**config.mk**
```make
export PLATFORM = sky130hd
export DESIGN_NAME = baud_gen_frac
export DESIGN_NICKNAME = d
export VERILOG_FILES = /design/src/rtl/baud_gen_frac.sv
export SDC_FILE = /design/constraint.sdc
export NUM_CORES = 1
export LEC_CHECK = 0
export CORE_ASPECT_RATIO = 1.2
export CORE_UTILIZATION = 63
export CTS_BUF_LIST = sky130_fd_sc_hd__clkbuf_4
export DETAILED_ROUTE_END_ITERATION = 7
export HOLD_SLACK_MARGIN = 0.08
export PLACE_DENSITY = 0.9
export SYNTH_ARGS = -nofsm -noshare
export SYNTH_HDL_FRONTEND = slang
export SYNTH_SLANG_ARGS = --single-unit
export TNS_END_PERCENT = 10
```
**constraint.sdc**
```tcl
create_clock -name i_Clock -period 4.8 [get_ports i_Clock]
set_clock_uncertainty 0.05 [all_clocks]
set_input_delay 0.72 -clock i_Clock [delete_from_list [all_inputs] [get_ports i_Clock]]
set_output_delay 0.72 -clock i_Clock [all_outputs]
set_load 0.01 [all_outputs]
```
**src/rtl/baud_gen_frac.sv**
```systemverilog
// baud_gen_frac: fractional-N baud generator with oversample, mid-bit and
// bit-boundary ticks, shadowed divisor and IDLE/RUN control.
//
// Ports:
//   i_Clock     clock, rising edge
//   i_reset     async active-low reset
//   i_enable    run request (low = idle)
//   i_div_int   integer divisor, clocks per oversample tick
//   i_div_frac  fractional divisor, units of 1/2^FRAC_W
//   i_load      captures i_div_int/i_div_frac into the shadow register
//   o_os_tick   oversample tick pulse
//   o_mid_tick  mid-bit pulse (RX sample point)
//   o_bit_tick  bit-boundary pulse
//   o_phase     oversample phase within the bit
//   o_cfg_err   active integer divisor is zero
module baud_gen_frac #(
  parameter int DIV_W     = 16,
  parameter int FRAC_W    = 4,
  parameter int OSR       = 16,
  parameter int RESET_DIV = 27
) (
  input  logic                    i_Clock,
  input  logic                    i_reset,
  input  logic                    i_enable,
  input  logic [DIV_W-1:0]        i_div_int,
  input  logic [FRAC_W-1:0]       i_div_frac,
  input  logic                    i_load,
  output logic                    o_os_tick,
  output logic                    o_mid_tick,
  output logic                    o_bit_tick,
  output logic [$clog2(OSR)-1:0]  o_phase,
  output logic                    o_cfg_err
);

  localparam int PH_W = $clog2(OSR);

  typedef enum logic {IDLE, RUN} state_t;

  state_t            state, state_n;
  logic [DIV_W-1:0]  cnt;
  logic [DIV_W-1:0]  act_int, sh_int, nxt_int;
  logic [FRAC_W-1:0] act_frac, sh_frac, nxt_frac;
  logic [FRAC_W-1:0] acc;
  logic              carry;
  logic [PH_W-1:0]   phase;
  logic [DIV_W:0]    last;
  logic [FRAC_W:0]   sum;
  logic              running;
  logic              tick_evt;
  logic              upd_act;
  logic              os_q, mid_q, bit_q, err_q;

  always_ff @(posedge i_Clock or negedge i_reset) begin
    if (!i_reset) state <= IDLE;
    else          state <= state_n;
  end

  always_comb begin
    state_n = state;
    unique case (state)
      IDLE: if (i_enable)  state_n = RUN;
      RUN:  if (!i_enable) state_n = IDLE;
      default: state_n = IDLE;
    endcase
  end

  // last = P-1; a zero divisor behaves as one
  always_comb begin
    if (act_int == '0)
      last = {{DIV_W{1'b0}}, carry};
    else
      last = {1'b0, act_int} - (DIV_W+1)'(1)
           + {{DIV_W{1'b0}}, carry};
  end

  // a falling enable wins over a coincident wrap
  assign running  = (state == RUN) && i_enable;
  assign tick_evt = running && ({1'b0, cnt} == last);
  assign upd_act  = (state == IDLE) || tick_evt;

  // a load on the transfer edge bypasses the shadow
  assign nxt_int  = i_load ? i_div_int  : sh_int;
  assign nxt_frac = i_load ? i_div_frac : sh_frac;
  assign sum      = {1'b0, acc} + {1'b0, act_frac};

  always_ff @(posedge i_Clock or negedge i_reset) begin
    if (!i_reset) begin
      cnt      <= '0;
      acc      <= '0;
      carry    <= 1'b0;
      phase    <= '0;
      act_int  <= DIV_W'(RESET_DIV);
      act_frac <= '0;
      sh_int   <= DIV_W'(RESET_DIV);
      sh_frac  <= '0;
      os_q     <= 1'b0;
      mid_q    <= 1'b0;
      bit_q    <= 1'b0;
      err_q    <= 1'b0;
    end else begin
      os_q  <= 1'b0;
      mid_q <= 1'b0;
      bit_q <= 1'b0;
      err_q <= (act_int == '0);
      if (i_load) begin
        sh_int  <= i_div_int;
        sh_frac <= i_div_frac;
      end
      if (upd_act) begin
        act_int  <= nxt_int;
        act_frac <= nxt_frac;
      end
      if (!running) begin
        cnt   <= '0;
        acc   <= '0;
        carry <= 1'b0;
        phase <= '0;
      end else if (tick_evt) begin
        cnt          <= '0;
        {carry, acc} <= sum;
        phase        <= phase + PH_W'(1);
        os_q         <= 1'b1;
        bit_q        <= (phase == PH_W'(OSR-1));
        mid_q        <= (phase == PH_W'(OSR/2-1));
      end else begin
        cnt <= cnt + DIV_W'(1);
      end
    end
  end

  assign o_os_tick  = os_q;
  assign o_mid_tick = mid_q;
  assign o_bit_tick = bit_q;
  assign o_phase    = phase;
  assign o_cfg_err  = err_q;

endmodule

```
==> metrics.txt <==
Final Power=1360 uW; critical path's most frequent cell=ha_1; Num Clock Sinks=70; Slew Viols, Final=0; reported max-cap violation count=0; DRT antenna net count=0; Worst-path clk slew=0.12 ns; gp weighted congestion=0.892; CP max-delay cell=nor3b_1; Clk network pwr share=0.320; slew at the pin closest to its max-slew limit=approximately 0.9 ns; Total GRT Usage=0.286; Post-Syn Instances=roughly 340; area delta synth->final=12.8%; RSZ-0062 raised after global routing=no; clock latency on the worst-skew pair=approximately 0.43 ns; CP Launch Type=flip-flop; worst setup path class=flip-flop to flip-flop; vias in the first global route=slightly below 3k; Core Area=between 6000 and 7000 um2; CP bufs+invs=2; max_slew headroom=0.390; H-Tree Depth=3; share of the synthesized area in the top cell type=0.397; Mapped Avg Cell Area=11.4 um2; Setup Total Neg Slack=0 ns; FF+latch count, synth=70; Post-synth top flop=dfrtp_1; Residual DRC=0; Fillers=418; leakage dissipation=about 0.0018 uW; IO Pins=32; Reg area=between 1500 and 2000 um2; area leader, netlist=dfrtp_1; Congestion Overflow GR=0; switch share=0.284; run status=completed; sw power=between 300 and 400 uW; most frequent cells in the layout=dfrtp_1, clkdlybuf4s50_1, nor3_1; Non-Filler Instances=457; fraction of layout cells with a size suffix above 1=0.197; Max IR drop VDD=between 0.0002 and 0.00025 V; cts hold-fix bufs=0; commonest non-fill, non-tap cell in the layout=dfrtp_1; PwrDens=approximately 310 nW/um2; largest net degree at the start of global routing=around 70; initial DRC count=203; worst hold-check path type=input pin to asynchronous set/reset pin; Internal=~980 uW; Fin Hold WS=between 0.4 and 0.5 ns; critical path endpoint category=flip-flop; Post-Syn Area=slightly below 4000 um2; Max Freq=~270 MHz; worst-path fanout max=20; IO Port Bufs=31; slowest stage delay, CP=roughly 0.53 ns; post-cts resize count=0; Top delay family on crit path=simple AND/OR/NAND/NOR gates; CTS Buffer Depth=2; footprint of the multi-input gates=just over 2000 um2; critical-path cell list=inv_1 > ha_1 > ha_1 > nor3b_1 > xnor2_1 > or3b_1 > a21oi_1 > o211ai_1 > o41ai_4 > buf_4 > mux2_4; arrival time at the worst endpoint=just under 4 ns; first-pass GRT wire length=13800 um; drt pass-1 iters=4; post-synthesis cell type count=57; dpl cells=approximately 440; Initial Util=0.650; Vias/cell=approximately 6.0; Worst Path Required=just over 5 ns; Final Routed Wirelength=8120 um; vias=2763; initial antenna violation count=0; Setup-failing EPs final=0; CTS tree=built; ranking of synthesized cells by area=dfrtp_1, mux2_4, mux2_2, dfstp_2, xnor2_1; CTS Buf Count=9; Net Count, Synth=between 300 and 400; endpoints failing hold=0; Post-CTS Setup Inserts=0; Die ar.=roughly 6500 um2; clk root buf=clkbuf_4; sequential-to-total area share from yosys stat=0.451; WL/cell=~18 um; Combinational Power Share=0.173; Synth warnings=0; dpl hpwl=between 5000 and 6000 um; Reg power frac=0.507; # diodes=0; shortest period the worst path allows=3.71 ns; Chip Width=~74 um; Placement Rows=31; final period utilization=0.773; Final #Nets=~400; number of synthesized flops with an enable pin=0; ys async rst share=1.00; chip height=between 80 and 90 um
[worst register-to-register path: stages, from the launching register on]
cell and delay [ns]:
dfrtp_1 0.43, inv_1 0.07, ha_1 0.17, ha_1 0.23
nor3b_1 0.53, xnor2_1 0.19, or3b_1 0.38, a21oi_1 0.19
o211ai_1 0.22, o41ai_4 0.39, buf_4 0.41, mux2_4 0.35
[through the flow]
step	util	setup WS, ns	instance area, um2
finish	0.733	1.09	4410
global route	0.733	0.758	4410
CTS	0.733	1.15	4410
floorplan	-	1.64	3910
global placement	0.705	1.21	4240
detailed placement	0.705	1.16	4240
[sequential cells by signal, summed over array words and instances (netlist names)]
signal and count:
act_int 16, sh_int 16, o_os_tick 1, o_cfg_err 1
o_phase 4, acc 4, sh_frac 4, state 1
o_bit_tick 1, carry 1, o_mid_tick 1, act_frac 4
cnt 16
[worst paths after layout]
path | cells past startpoint | slack (ns) | endpoint | from
max reg2reg | 11 | 1.09 | act_int[2] | carry
min in group i_Clock | 1 | 0.46 | o_mid_tick | o_phase[3]
min | 2 | 0.43 | cnt[4] | i_reset
max in group asynchronous | 2 | 3.73 | act_int[9] | i_reset
min reg2reg | 1 | 0.46 | o_mid_tick | o_phase[3]
max | 11 | 1.09 | act_int[2] | carry
[metal layers]
| metal | vias to the layer above | global-route usage | wire, um |
|---|---|---|---|
| met3 | 20 | 0.0661 | 295 |
| met1 | 1382 | 0.352 | 3450 |
| met5 | - | 0 | 0 |
| met2 | 60 | 0.471 | 4180 |
| li1 | 1301 | - | - |
| met4 | 0 | 0.143 | 198 |
[power by group through the flow]
stage                     clock, uW  combinational, uW  sequential, uW
after floorplan                   0                187             675
after global placement            0                225             700
after detailed placement          0                234             702
after CTS                       446                236             690
after global routing            471                257             698
final                           436                236             691
[kinds of logic after synthesis]
family | Yosys count | share of synthesized area
xor+xnor | 37 | 0.0865
fa+ha+maj | 9 | 0.0308
buf+inv | 26 | 0.0324
mux | 49 | 0.158
compound gates | 39 | 0.0842
simple gates | 113 | 0.158
flops | 70 | 0.451
[final cells by class]
class,instances,share of cell area
Clock inverter,7,0.0222
Multi-Input combinational cell,247,0.458
Clock buffer,9,0.0153
Tap cell,82,0.0233
Inverter,8,0.00682
Timing Repair Buffer,34,0.0744
Sequential cell,70,0.400
[synth_stat cells, drive strengths merged, types with 6 or more instances]
master,count
dfrtp,62
mux2,40
nor3,22
nand2,21
xnor2,20
xor2,16
nand3,15
clkbuf,12
nor4,11
mux2i,9
nand4,9
nor2,9
dfstp,8
ha,8
inv,8
and3,6
buf,6
o21ai,6
Note: power is estimated with default switching activity, not from simulation.
